## config.mk

```make
export PLATFORM = sky130hd
export DESIGN_NAME = jtpang_objdma
export DESIGN_NICKNAME = d
export VERILOG_FILES = /design/src/rtl/jtpang_objdma.sv
export SDC_FILE = /design/constraint.sdc
export NUM_CORES = 1
export LEC_CHECK = 0
export CAP_MARGIN = 20
export CORE_MARGIN = 2
export CORE_UTILIZATION = 45
export CTS_CLUSTER_DIAMETER = 30
export CTS_CLUSTER_SIZE = 28
export DETAILED_ROUTE_END_ITERATION = 8
export PLACE_DENSITY_LB_ADDON = 0.1
export SLEW_MARGIN = 20
export SYNTH_ARGS = -nofsm -noshare
export SYNTH_HDL_FRONTEND = slang
export SYNTH_SLANG_ARGS = --single-unit
```

## constraint.sdc

```tcl
create_clock -name clk -period 2.35 [get_ports clk]
set_input_delay 0.235 -clock clk [delete_from_list [all_inputs] [get_ports clk]]
set_output_delay 0.235 -clock clk [all_outputs]
set_load 0.01 [all_outputs]
```

## src/rtl/jtpang_objdma.sv

```systemverilog
// Object-attribute DMA: takes the Z80 bus and copies 2^AW bytes of object RAM into the object buffer.
// Optional bus-grant timeout enabled by defining JTPANG_DMA_TIMEOUT_EN.
module jtpang_objdma #(
    parameter int AW  = 9,
    parameter int TOW = 8
) (
    input  logic          clk,
    input  logic          rst,
    input  logic          cen,
    input  logic          dma_go,
    output logic          busrq,
    input  logic          busak_n,
    output logic [AW-1:0] src_addr,
    input  logic [7:0]    src_dout,
    output logic [AW-1:0] buf_addr,
    output logic [7:0]    buf_din,
    output logic          buf_we,
    output logic          busy,
    output logic          done,
    output logic          err
);

    localparam logic [1:0] ST_IDLE = 2'd0;
    localparam logic [1:0] ST_REQ  = 2'd1;
    localparam logic [1:0] ST_COPY = 2'd2;
    localparam logic [1:0] ST_REL  = 2'd3;

    logic [1:0]    state_q, state_d;
    logic          go_pend_q, go_pend_d;
    logic          busrq_q, busrq_d;
    logic [AW-1:0] src_addr_q, src_addr_d;
    logic [AW-1:0] buf_addr_q, buf_addr_d;
    logic [7:0]    buf_din_q, buf_din_d;
    logic          buf_we_q, buf_we_d;
    logic          done_q, done_d;
    logic          rd_pend_q, rd_pend_d;
    logic [AW:0]   cnt_q, cnt_d;
    logic [AW-1:0] wr_addr;

    // The outstanding read always belongs to the address just before src_addr.
    assign wr_addr = src_addr_q - {{(AW-1){1'b0}}, 1'b1};

`ifdef JTPANG_DMA_TIMEOUT_EN
    localparam logic [TOW-1:0] TO_LAST = TOW'((1 << TOW) - 2);
    logic           err_q, err_d;
    logic [TOW-1:0] to_cnt_q, to_cnt_d;
`endif

    always_comb begin
        state_d    = state_q;
        go_pend_d  = go_pend_q;
        busrq_d    = busrq_q;
        src_addr_d = src_addr_q;
        buf_addr_d = buf_addr_q;
        buf_din_d  = buf_din_q;
        buf_we_d   = 1'b0;
        done_d     = 1'b0;
        rd_pend_d  = rd_pend_q;
        cnt_d      = cnt_q;
`ifdef JTPANG_DMA_TIMEOUT_EN
        err_d      = err_q;
        to_cnt_d   = to_cnt_q;
`endif
        if (state_q == ST_IDLE && dma_go) go_pend_d = 1'b1;
        if (cen) begin
            case (state_q)
                ST_IDLE: if (go_pend_q) begin
                    state_d   = ST_REQ;
                    go_pend_d = 1'b0;
                    busrq_d   = 1'b1;
`ifdef JTPANG_DMA_TIMEOUT_EN
                    err_d     = 1'b0;
                    to_cnt_d  = '0;
`endif
                end
                ST_REQ: if (!busak_n) begin
                    state_d    = ST_COPY;
                    src_addr_d = '0;
                    cnt_d      = '0;
                    rd_pend_d  = 1'b0;
                end
`ifdef JTPANG_DMA_TIMEOUT_EN
                else begin
                    to_cnt_d = to_cnt_q + 1'b1;
                    if (to_cnt_q == TO_LAST) begin
                        err_d   = 1'b1;
                        busrq_d = 1'b0;
                        state_d = ST_IDLE;
                    end
                end
`endif
                ST_COPY: begin
                    if (rd_pend_q) begin
                        buf_addr_d = wr_addr;
                        buf_din_d  = src_dout;
                        buf_we_d   = 1'b1;
                        if (wr_addr == '1) state_d = ST_REL;
                    end
                    // cnt MSB set means every address has already been read.
                    rd_pend_d = !cnt_q[AW];
                    if (!cnt_q[AW]) begin
                        src_addr_d = src_addr_q + 1'b1;
                        cnt_d      = cnt_q + 1'b1;
                    end
                end
                default: begin
                    busrq_d = 1'b0;
                    done_d  = 1'b1;
                    state_d = ST_IDLE;
                end
            endcase
        end
    end

    always_ff @(posedge clk or posedge rst) begin
        if (rst) begin
            state_q    <= ST_IDLE;
            go_pend_q  <= 1'b0;
            busrq_q    <= 1'b0;
            src_addr_q <= '0;
            buf_addr_q <= '0;
            buf_din_q  <= '0;
            buf_we_q   <= 1'b0;
            done_q     <= 1'b0;
            rd_pend_q  <= 1'b0;
            cnt_q      <= '0;
        end else begin
            state_q    <= state_d;
            go_pend_q  <= go_pend_d;
            busrq_q    <= busrq_d;
            src_addr_q <= src_addr_d;
            buf_addr_q <= buf_addr_d;
            buf_din_q  <= buf_din_d;
            buf_we_q   <= buf_we_d;
            done_q     <= done_d;
            rd_pend_q  <= rd_pend_d;
            cnt_q      <= cnt_d;
        end
    end

`ifdef JTPANG_DMA_TIMEOUT_EN
    always_ff @(posedge clk or posedge rst) begin
        if (rst) begin
            err_q    <= 1'b0;
            to_cnt_q <= '0;
        end else begin
            err_q    <= err_d;
            to_cnt_q <= to_cnt_d;
        end
    end
    assign err = err_q;
`else
    assign err = 1'b0;
`endif

    assign busrq    = busrq_q;
    assign src_addr = src_addr_q;
    assign buf_addr = buf_addr_q;
    assign buf_din  = buf_din_q;
    assign buf_we   = buf_we_q;
    assign busy     = state_q != ST_IDLE;
    assign done     = done_q;

endmodule
```

* Word level (Yosys, flattened, before mapping) *
Index checks and enable logic that the tools add are counted.

operators by class
  bitwise operators = 1
  reduce and logical (&&, ||, !) cells = 12
  add/subtract/negate cells = 3
  equality and inequality tests = 8
  muxes and demuxes = 24

operator list
  operator               number
  $mux 10                2
  $pmux 10 s2            1
  $mux 9                 2
  $pmux 9 s2             1
  $mux 1                 11
  $add 10x1->10 const B  1
  $ne 2x2->1 const B     5
  $add 9x1->9 const B    1
  $eq 9x9->1 const B     1
  $reduce_and 3->1       3
  $sub 9x1->9 const B    1
  $mux 2                 4
  $pmux 2 s3             1
  $reduce_and 5->1       1
  $pmux 1 s2             2
  $reduce_and 4->1       1
  $reduce_bool 2->1      2
  $reduce_or 3->1        1
  $eq 2x1->1 const B     1
  $eq 2x2->1 const B     1
  $logic_not 2->1        1
  $reduce_or 2->1        1
  $logic_and 1x1->1      1
  $logic_not 1->1        1
  $not 1->1              1

word-level totals
  bits in registers = 43
  input bits = 13
  output and inout port bits = 31
  word-level logic and storage cells = 59

* Logic depth before layout (Yosys ltp) *
Gate-level depths: netlist of the first run.

  depth in word-level cells = 6
  depth in mapped cells = 8
  mapped depth without buffers = 7

* Worst setup path before layout of the first run *
Ideal clock, no wire load.

  path type = reg2reg
  start point = register src_addr_q[2] (netlist: src_addr[2])
  end point = register state_q[1]
  library setup time = 0.126 ns
  clock period less this slack = 2.264 ns
  buffers on the path = 2
  data required time = 2.224 ns
  path slack = 0.086 ns
  cell stages (with the launch flop) = 8
  data arrival time = 2.138 ns
  cell sequence = dfrtp_1 > buf_6 > or4_4 > buf_6 > or4_4 > a221oi_4 > mux2i_1 > nand2_1

between the ends
  longest elaborated chain between the ends = 4

ends and longest elaborated chain
  item                               line  source
  start, declared                    31    logic [AW-1:0] src_addr_q, src_addr_d;
  start signal, assigned             131   src_addr_q <= src_addr_d;
  $sub 9x1->9                        41    assign wr_addr = src_addr_q - {{(AW-1){1'b0}}, 1'b1};
  $eq 9x9->1                         97    if (wr_addr == '1) state_d = ST_REL;
  $ne 2x2->1 (no source line)        n/a
  $reduce_and 5->1 (no source line)  n/a
  end signal, assigned               128   state_q <= state_d;
  end, declared                      28    logic [1:0] state_q, state_d;

Every way passes these cells.
A chain may end at the register's enable or synchronous reset.

* Final worst setup path of the first run *
  start point = register src_addr_q[0] (netlist: src_addr[0])
  end point = register state_q[1]

The elaborated chain is that of the path after synthesis.

==> run_results.csv, run 1 <==
group,metric,value,unit
worst_setup_path,path_cells,"or4_4, or4_4, a221oi_4, mux2i_1, nand2_1",
placed_design,place_area,2780,sq um
sta,holdWs,0.379,ns
route,wl_per_cell,12.9,um
floorplan,rows,25,
worst_setup_path,crit_start,"src_addr[0]$_DFFE_PP0P_",
worst_setup_path,critPathLaunchType,"flop",
floorplan,ios,44,
power,p_sw_share,34.6,%
grt,grt_max_degree,44,
worst_setup_path,endpoint_kind,"flop",
power,powerDensity,1180,nW/um^2
clock_network,htree_levels,2,
clock_network,numCtsBuffers,5,
synth,synthSimpleGateAreaFrac,18.2,%
synth,syn_area,2220,sq um
cells_and_area,syn2layout_area_growth,31.2,%
placed_design,dp_hpwl,3260,um
cells_and_area,final_util,61.3,%
sta,worstMarginPinSlew,0.534,ns
synth,synth_compound_area_share,12.8,%
cells_and_area,fillers,435,
worst_setup_path,reg2reg_to,"state_q[1]$_DFFE_PP0P_",
route,avgViaCountPerCell,4.92,
worst_setup_path,critPathArrivalTime,2.35,ns
grt,grt_remaining_overflow,0,
cells_and_area,nNetsFinal,298,
route,wl,4460,um
floorplan,dieArea,5520,sq um
cells_and_area,design_area,2920,sq um
clock_network,cts.hold.buffers_added,0,
worst_setup_path,rrSetupSlack,0.18,ns
worst_setup_path,worstPathMaxFanout,8,
job,cap_violations,0,
outcome,status,"finished clean",
floorplan,core,4750,sq um
worst_setup_path,r2r_start,"src_addr[0]$_DFFE_PP0P_",
clock_network,cts_tree,"built",
sta,final-hold-violation-count,0,
synth,syn-instance-count,224,
synth,syn_area_per_cell,9.93,sq um
cells_and_area,multi_input_area,1050,sq um
power,vdd_ir_drop_max,0.000609,V
sta,finalSetupTns,0,ns
route,ant_nets,0,
min_path,min_path_type,"primary input to asynchronous set/reset pin",
grt,grt_usage,18.5,%
worst_setup_path,cpMaxStageDelayCell,"or4_4",
synth,synth-seq-cells,43,
worst_setup_path,required,2.54,ns
worst_setup_path,crit_top_cell,"or4_4",
synth,ys_seq_area_share,48.4,%
cells_and_area,drive_gt1_share,10.1,%
placed_design,portBuffers,42,
grt,antenna_found_initial,0,
cells_and_area,n_antenna_cell,0,
clock_network,cts.repair.resized,0,
clock_network,cts.sinks,43,
synth,synth_edf_count,0,
synth,synth_xor_area_share,6.70,%
worst_setup_path,slowest_delay,0.59,ns
placed_design,place_ws,0.193,ns
sta,maxSlewViolCount,0,
synth,ys_warn_count,0,
clock_network,root_buffer,"clkbuf_8",
sta,slew-limit-headroom,64.4,%
clock_network,cts_setup_buffers,0,
floorplan,die_w,74.3,um
worst_setup_path,crit_type,"flop to flop",
sta,period_needed,2.17,ns
power,clkPwrFrac,19.8,%
sta,rsz0062_at_grt,"no",
synth,syn_nets,245,
route,remaining_drc_errors,0,
power,switching_power,0.00119,W
clock_network,clockBufferDepth,2,
power,internal_power,0.00226,W
sta,skew,0.00451,ns
route,drt-initial-drc-count,112,
cells_and_area,layout_common_cells,"dfrtp_1 (43), clkdlybuf4s50_1 (42), nand2_1 (27)",
worst_setup_path,reg2reg_depth,5,
power,power_leakage,1.28,nW
sta,setup_viol,0,
sta,post-route-period-util,92.2,%
floorplan,initial_core_util,46.8,%
placed_design,gp_congestion,0.799,
power,p_seq_share,33.3,%
floorplan,die_y,74.3,um
cells_and_area,regArea,1080,sq um
sta,layout_setup_ws,0.184,ns
cells_and_area,final_common_cell,"dfrtp_1",
synth,synth_top_family_by_area,"simple AND/OR/NAND/NOR gates",
grt,grt_pass1_vias,1648,
clock_network,clk_pin_slew_worst_paths,0.08,ns
synth,synthMuxAreaShare,5.01,%
route,drtPass1Iterations,6,
synth,async_flop_share,100,%
route,route.vias.total,1699,
synth,synthAdderAreaFrac,4.50,%
synth,ys.flop_type,"dfrtp_1",
synth,synth.distinct_cells,41,
grt,grt_pass1_wl,7780,um
clock_network,insertion_delay,0.30,ns
sta,fmax,0.462,GHz
power,power_frac_comb,46.8,%
-- logic make-up (layout without fill, tap and decap cells) --
| logic type | Yosys count | in the layout |
|---|---|---|
| XOR/XNOR | 17 | 17 |
| buffers and inverters | 20 | 74 |
| adder cells (fa/ha/maj) | 8 | 8 |
| flip-flops | 43 | 43 |
| AND/OR/NAND/NOR | 82 | 82 |
| AO/OA/AOI/OAI | 43 | 43 |
| multiplexers | 10 | 10 |
| other | 1 | 1 |
-- how the worst max path moves through the flow --
| stage | to | slack [ns] | cells past startpoint |
|---|---|---|---|
| floorplan | state_q[1]$_DFFE_PP0P_ | 0.09 | 7 |
| global placement | state_q[1]$_DFFE_PP0P_ | 0.24 | 5 |
| global route | state_q[1]$_DFFE_PP0P_ | 0.02 | 8 |
| detailed placement | state_q[1]$_DFFE_PP0P_ | 0.19 | 5 |
| CTS | state_q[1]$_DFFE_PP0P_ | 0.17 | 5 |
| finish | state_q[1]$_DFFE_PP0P_ | 0.18 | 5 |
-- area by class of cell --
| type | instances | share of cell area (%) |
|---|---|---|
| flip-flops and latches | 43 | 36.9 |
| multi-input cells | 161 | 36.1 |
| repair buffers | 57 | 18.3 |
| well taps | 67 | 2.87 |
| clock buffers | 5 | 2.36 |
| clock inverters | 3 | 2.32 |
| inverters | 9 | 1.16 |
-- metrics by stage --
step           total power (W)  std cells
2_1_floorplan          0.00215        224
3_3_place_gp           0.00277        337
3_5_place_dp           0.00280        337
4_1_cts                0.00349        345
5_1_grt                0.00373        345
6_report               0.00345        345
-- registers in the layout, summed over array words and instances (netlist names) --
register   cells
buf_addr       9
buf_we         1
src_addr       9
busrq          1
cnt_q         10
buf_din        8
rd_pend_q      1
go_pend_q      1
state_q        2
done           1
-- worst max-delay path: cells and delay by family (launching register included) --
kind	cells	cell delay, ns
AO/OA/AOI/OAI	1	0.27
flip-flops	1	0.39
multiplexers	1	0.22
AND/OR/NAND/NOR	3	1.17
-- layer usage --
| layer | vias to the layer above | global-route usage [%] | share of wire [%] |
|---|---|---|---|
| met5 | - | 0 | 0 |
| met3 | 5 | 5.15 | 4.5 |
| met2 | 40 | 29.4 | 48 |
| met1 | 779 | 25.3 | 46 |
| li1 | 875 | - | - |
| met4 | 0 | 4.76 | 0.99 |
-- power groups by stage --
stage / sequential, W / clock, W / combinational (W)
global route: 0.00120 / 0.000730 / 0.00180
detailed placement: 0.00117 / 0 / 0.00163
floorplan: 0.00126 / 0 / 0.000885
global placement: 0.00116 / 0 / 0.00161
finish: 0.00115 / 0.000683 / 0.00162
CTS: 0.00115 / 0.000701 / 0.00164
-- synth_stat cells (all sizes together), types with 3 or more instances --
cell type  number  area [sq um]
nor2           18          67.6
a21o            3          22.5
or4             3          30.0
or3             5          31.3
dfrtp          43          1080
a21oi           7          35.0
xor2            5          43.8
a31oi           5          31.3
nand2          27           101
mux2            9           101
inv             9          33.8
nor2b           3          18.8
clkbuf          8          30.0
and2            4          25.0
nor3            3          15.0
buf             3          30.0
o21ai          17          85.1
xnor2          12           105
nand2b          5          31.3
ha              8           100
nand3           7          35.0
No activity file was read; power rests on OpenSTA's default activity.
==> inputs of run 2 (changes only) <==
--- a/config.mk
+++ b/config.mk
@@ -6,13 +6,14 @@
 export NUM_CORES = 1
 export LEC_CHECK = 0
 export CAP_MARGIN = 20
+export CORE_ASPECT_RATIO = 0.9
 export CORE_MARGIN = 2
 export CORE_UTILIZATION = 45
-export CTS_CLUSTER_DIAMETER = 30
+export CTS_CLUSTER_DIAMETER = 40
 export CTS_CLUSTER_SIZE = 28
 export DETAILED_ROUTE_END_ITERATION = 8
 export PLACE_DENSITY_LB_ADDON = 0.1
-export SLEW_MARGIN = 20
+export SLEW_MARGIN = 15
 export SYNTH_ARGS = -nofsm -noshare
 export SYNTH_HDL_FRONTEND = slang
 export SYNTH_SLANG_ARGS = --single-unit
==> run_results.csv, run 2 (synthesis results as in run 1) <==
group,metric,value,unit
outcome,status,"finished clean",
floorplan,die_w,78.1,um
cells_and_area,layout_common_cells,"dfrtp_1 (43), clkdlybuf4s50_1 (42), nand2_1 (27)",
placed_design,place_area,2770,sq um
sta,worstMarginPinSlew,0.545,ns
worst_setup_path,reg2reg_depth,5,
cells_and_area,largest-register,"cnt_q",
clock_network,cts.hold.buffers_added,0,
worst_setup_path,reg2reg_to,"state_q[1]$_DFFE_PP0P_",
worst_setup_path,crit_type,"flop to flop",
clock_network,cts.repair.resized,0,
worst_setup_path,critPathArrivalTime,2.34,ns
floorplan,rows,24,
clock_network,cts_setup_buffers,0,
grt,grt_usage,18.3,%
worst_setup_path,endpoint_kind,"flop",
worst_setup_path,required,2.54,ns
grt,grt_max_degree,44,
cells_and_area,stdcell_count,342,
clock_network,htree_levels,2,
sta,setup_viol,0,
worst_setup_path,worstPathMaxFanout,8,
floorplan,core,4800,sq um
sta,holdWs,0.367,ns
min_path,min_path_type,"primary input to asynchronous set/reset pin",
grt,grt_remaining_overflow,0,
sta,fmax,0.465,GHz
sta,layout_setup_ws,0.197,ns
clock_network,clockBufferDepth,2,
power,powerDensity,1160,nW/um^2
worst_setup_path,critPathLaunchType,"flop",
clock_network,numCtsBuffers,5,
job,cap_violations,0,
route,wl_per_cell,13.0,um
sta,rsz0062_at_grt,"no",
cells_and_area,design_area,2890,sq um
sta,finalSetupTns,0,ns
route,avgViaCountPerCell,5.12,
grt,grt_pass1_wl,8010,um
floorplan,die_y,70.7,um
route,wl,4460,um
route,route.vias.total,1750,
grt,grt_pass1_vias,1708,
clock_network,insertion_delay,0.30,ns
sta,post-route-period-util,91.6,%
clock_network,cts_tree,"built",
sta,period_needed,2.15,ns
cells_and_area,n_antenna_cell,0,
route,remaining_drc_errors,0,
floorplan,dieArea,5520,sq um
route,ant_nets,0,
placed_design,place_ws,0.214,ns
floorplan,ios,44,
route,drt-initial-drc-count,102,
placed_design,gp_congestion,0.833,
sta,maxSlewViolCount,0,
cells_and_area,largest_reg_flops,10,
grt,antenna_found_initial,0,
cells_and_area,fillers,438,
sta,skew,0.00760,ns
clock_network,clk_pin_slew_worst_paths,0.08,ns
sta,final-hold-violation-count,0,
placed_design,dp_hpwl,3220,um
cells_and_area,syn2layout_area_growth,29.9,%
cells_and_area,drive_gt1_share,9.75,%
placed_design,portBuffers,42,
clock_network,cts.sinks,43,
worst_setup_path,rrSetupSlack,0.20,ns
power,power_leakage,1.27,nW
placed_design,dp_cells,334,
power,vdd_ir_drop_max,0.000552,V
sta,slew-limit-headroom,63.7,%
floorplan,initial_core_util,46.3,%
cells_and_area,final_common_cell,"dfrtp_1",
clock_network,root_buffer,"clkbuf_8",
route,drtPass1Iterations,4,
worst_setup_path,r2r_start,"src_addr[0]$_DFFE_PP0P_",
cells_and_area,nNetsFinal,297,
==> run 2: per-stage QoR <==
stage          total power (W)  utilization, %
2_1_floorplan          0.00215               -
3_3_place_gp           0.00277            57.7
3_5_place_dp           0.00279            57.7
4_1_cts                0.00340            60.1
5_1_grt                0.00363            60.1
6_report               0.00336            60.1
==> run 2: routing by layer <==
layer / up-vias / wire [um] / global-route usage [%]
met5: - / 0 / 0
met4: 0 / 68 / 8.19
met3: 6 / 209 / 3.44
met2: 37 / 2020 / 27.6
met1: 835 / 2170 / 26.1
li1: 872 / - / -
==> run 2: report_power, final <==
group          switching (W)  internal (W)  total (W)
Sequential          0.000145       0.00100    0.00115
Clock               0.000257      0.000344   0.000601
Combinational       0.000786      0.000827    0.00161
==> run 2: final cells by class <==
cell class	count	area, sq um	share of cell area, %
Sequential cell	43	1080	37.3
Multi-Input combinational cell	161	1050	36.5
Clock inverter	2	35.0	1.21
Timing Repair Buffer	56	526	18.2
Tap cell	65	81.3	2.82
Inverter	9	33.8	1.17
Clock buffer	6	82.6	2.86
==> run 2: worst max-delay path: stages (launching register included) <==
cell      delay (ns)
dfrtp_1         0.38
or4_4           0.59
or4_4           0.51
a221oi_4        0.27
mux2i_1         0.22
nand2_1         0.06
==> run 2: how the worst max path moves through the flow <==
stage	from	to	slack [ns]	depth (start not counted)
final	src_addr[0]$_DFFE_PP0P_	state_q[1]$_DFFE_PP0P_	0.20	5
after global routing	src_addr[0]$_DFFE_PP0P_	state_q[1]$_DFFE_PP0P_	0.06	8
after CTS	src_addr[0]$_DFFE_PP0P_	state_q[1]$_DFFE_PP0P_	0.20	5
after detailed placement	src_addr[0]$_DFFE_PP0P_	state_q[1]$_DFFE_PP0P_	0.21	5
after global placement	src_addr[0]$_DFFE_PP0P_	state_q[1]$_DFFE_PP0P_	0.25	5
after floorplan	src_addr[2]$_DFFE_PP0P_	state_q[1]$_DFFE_PP0P_	0.09	7
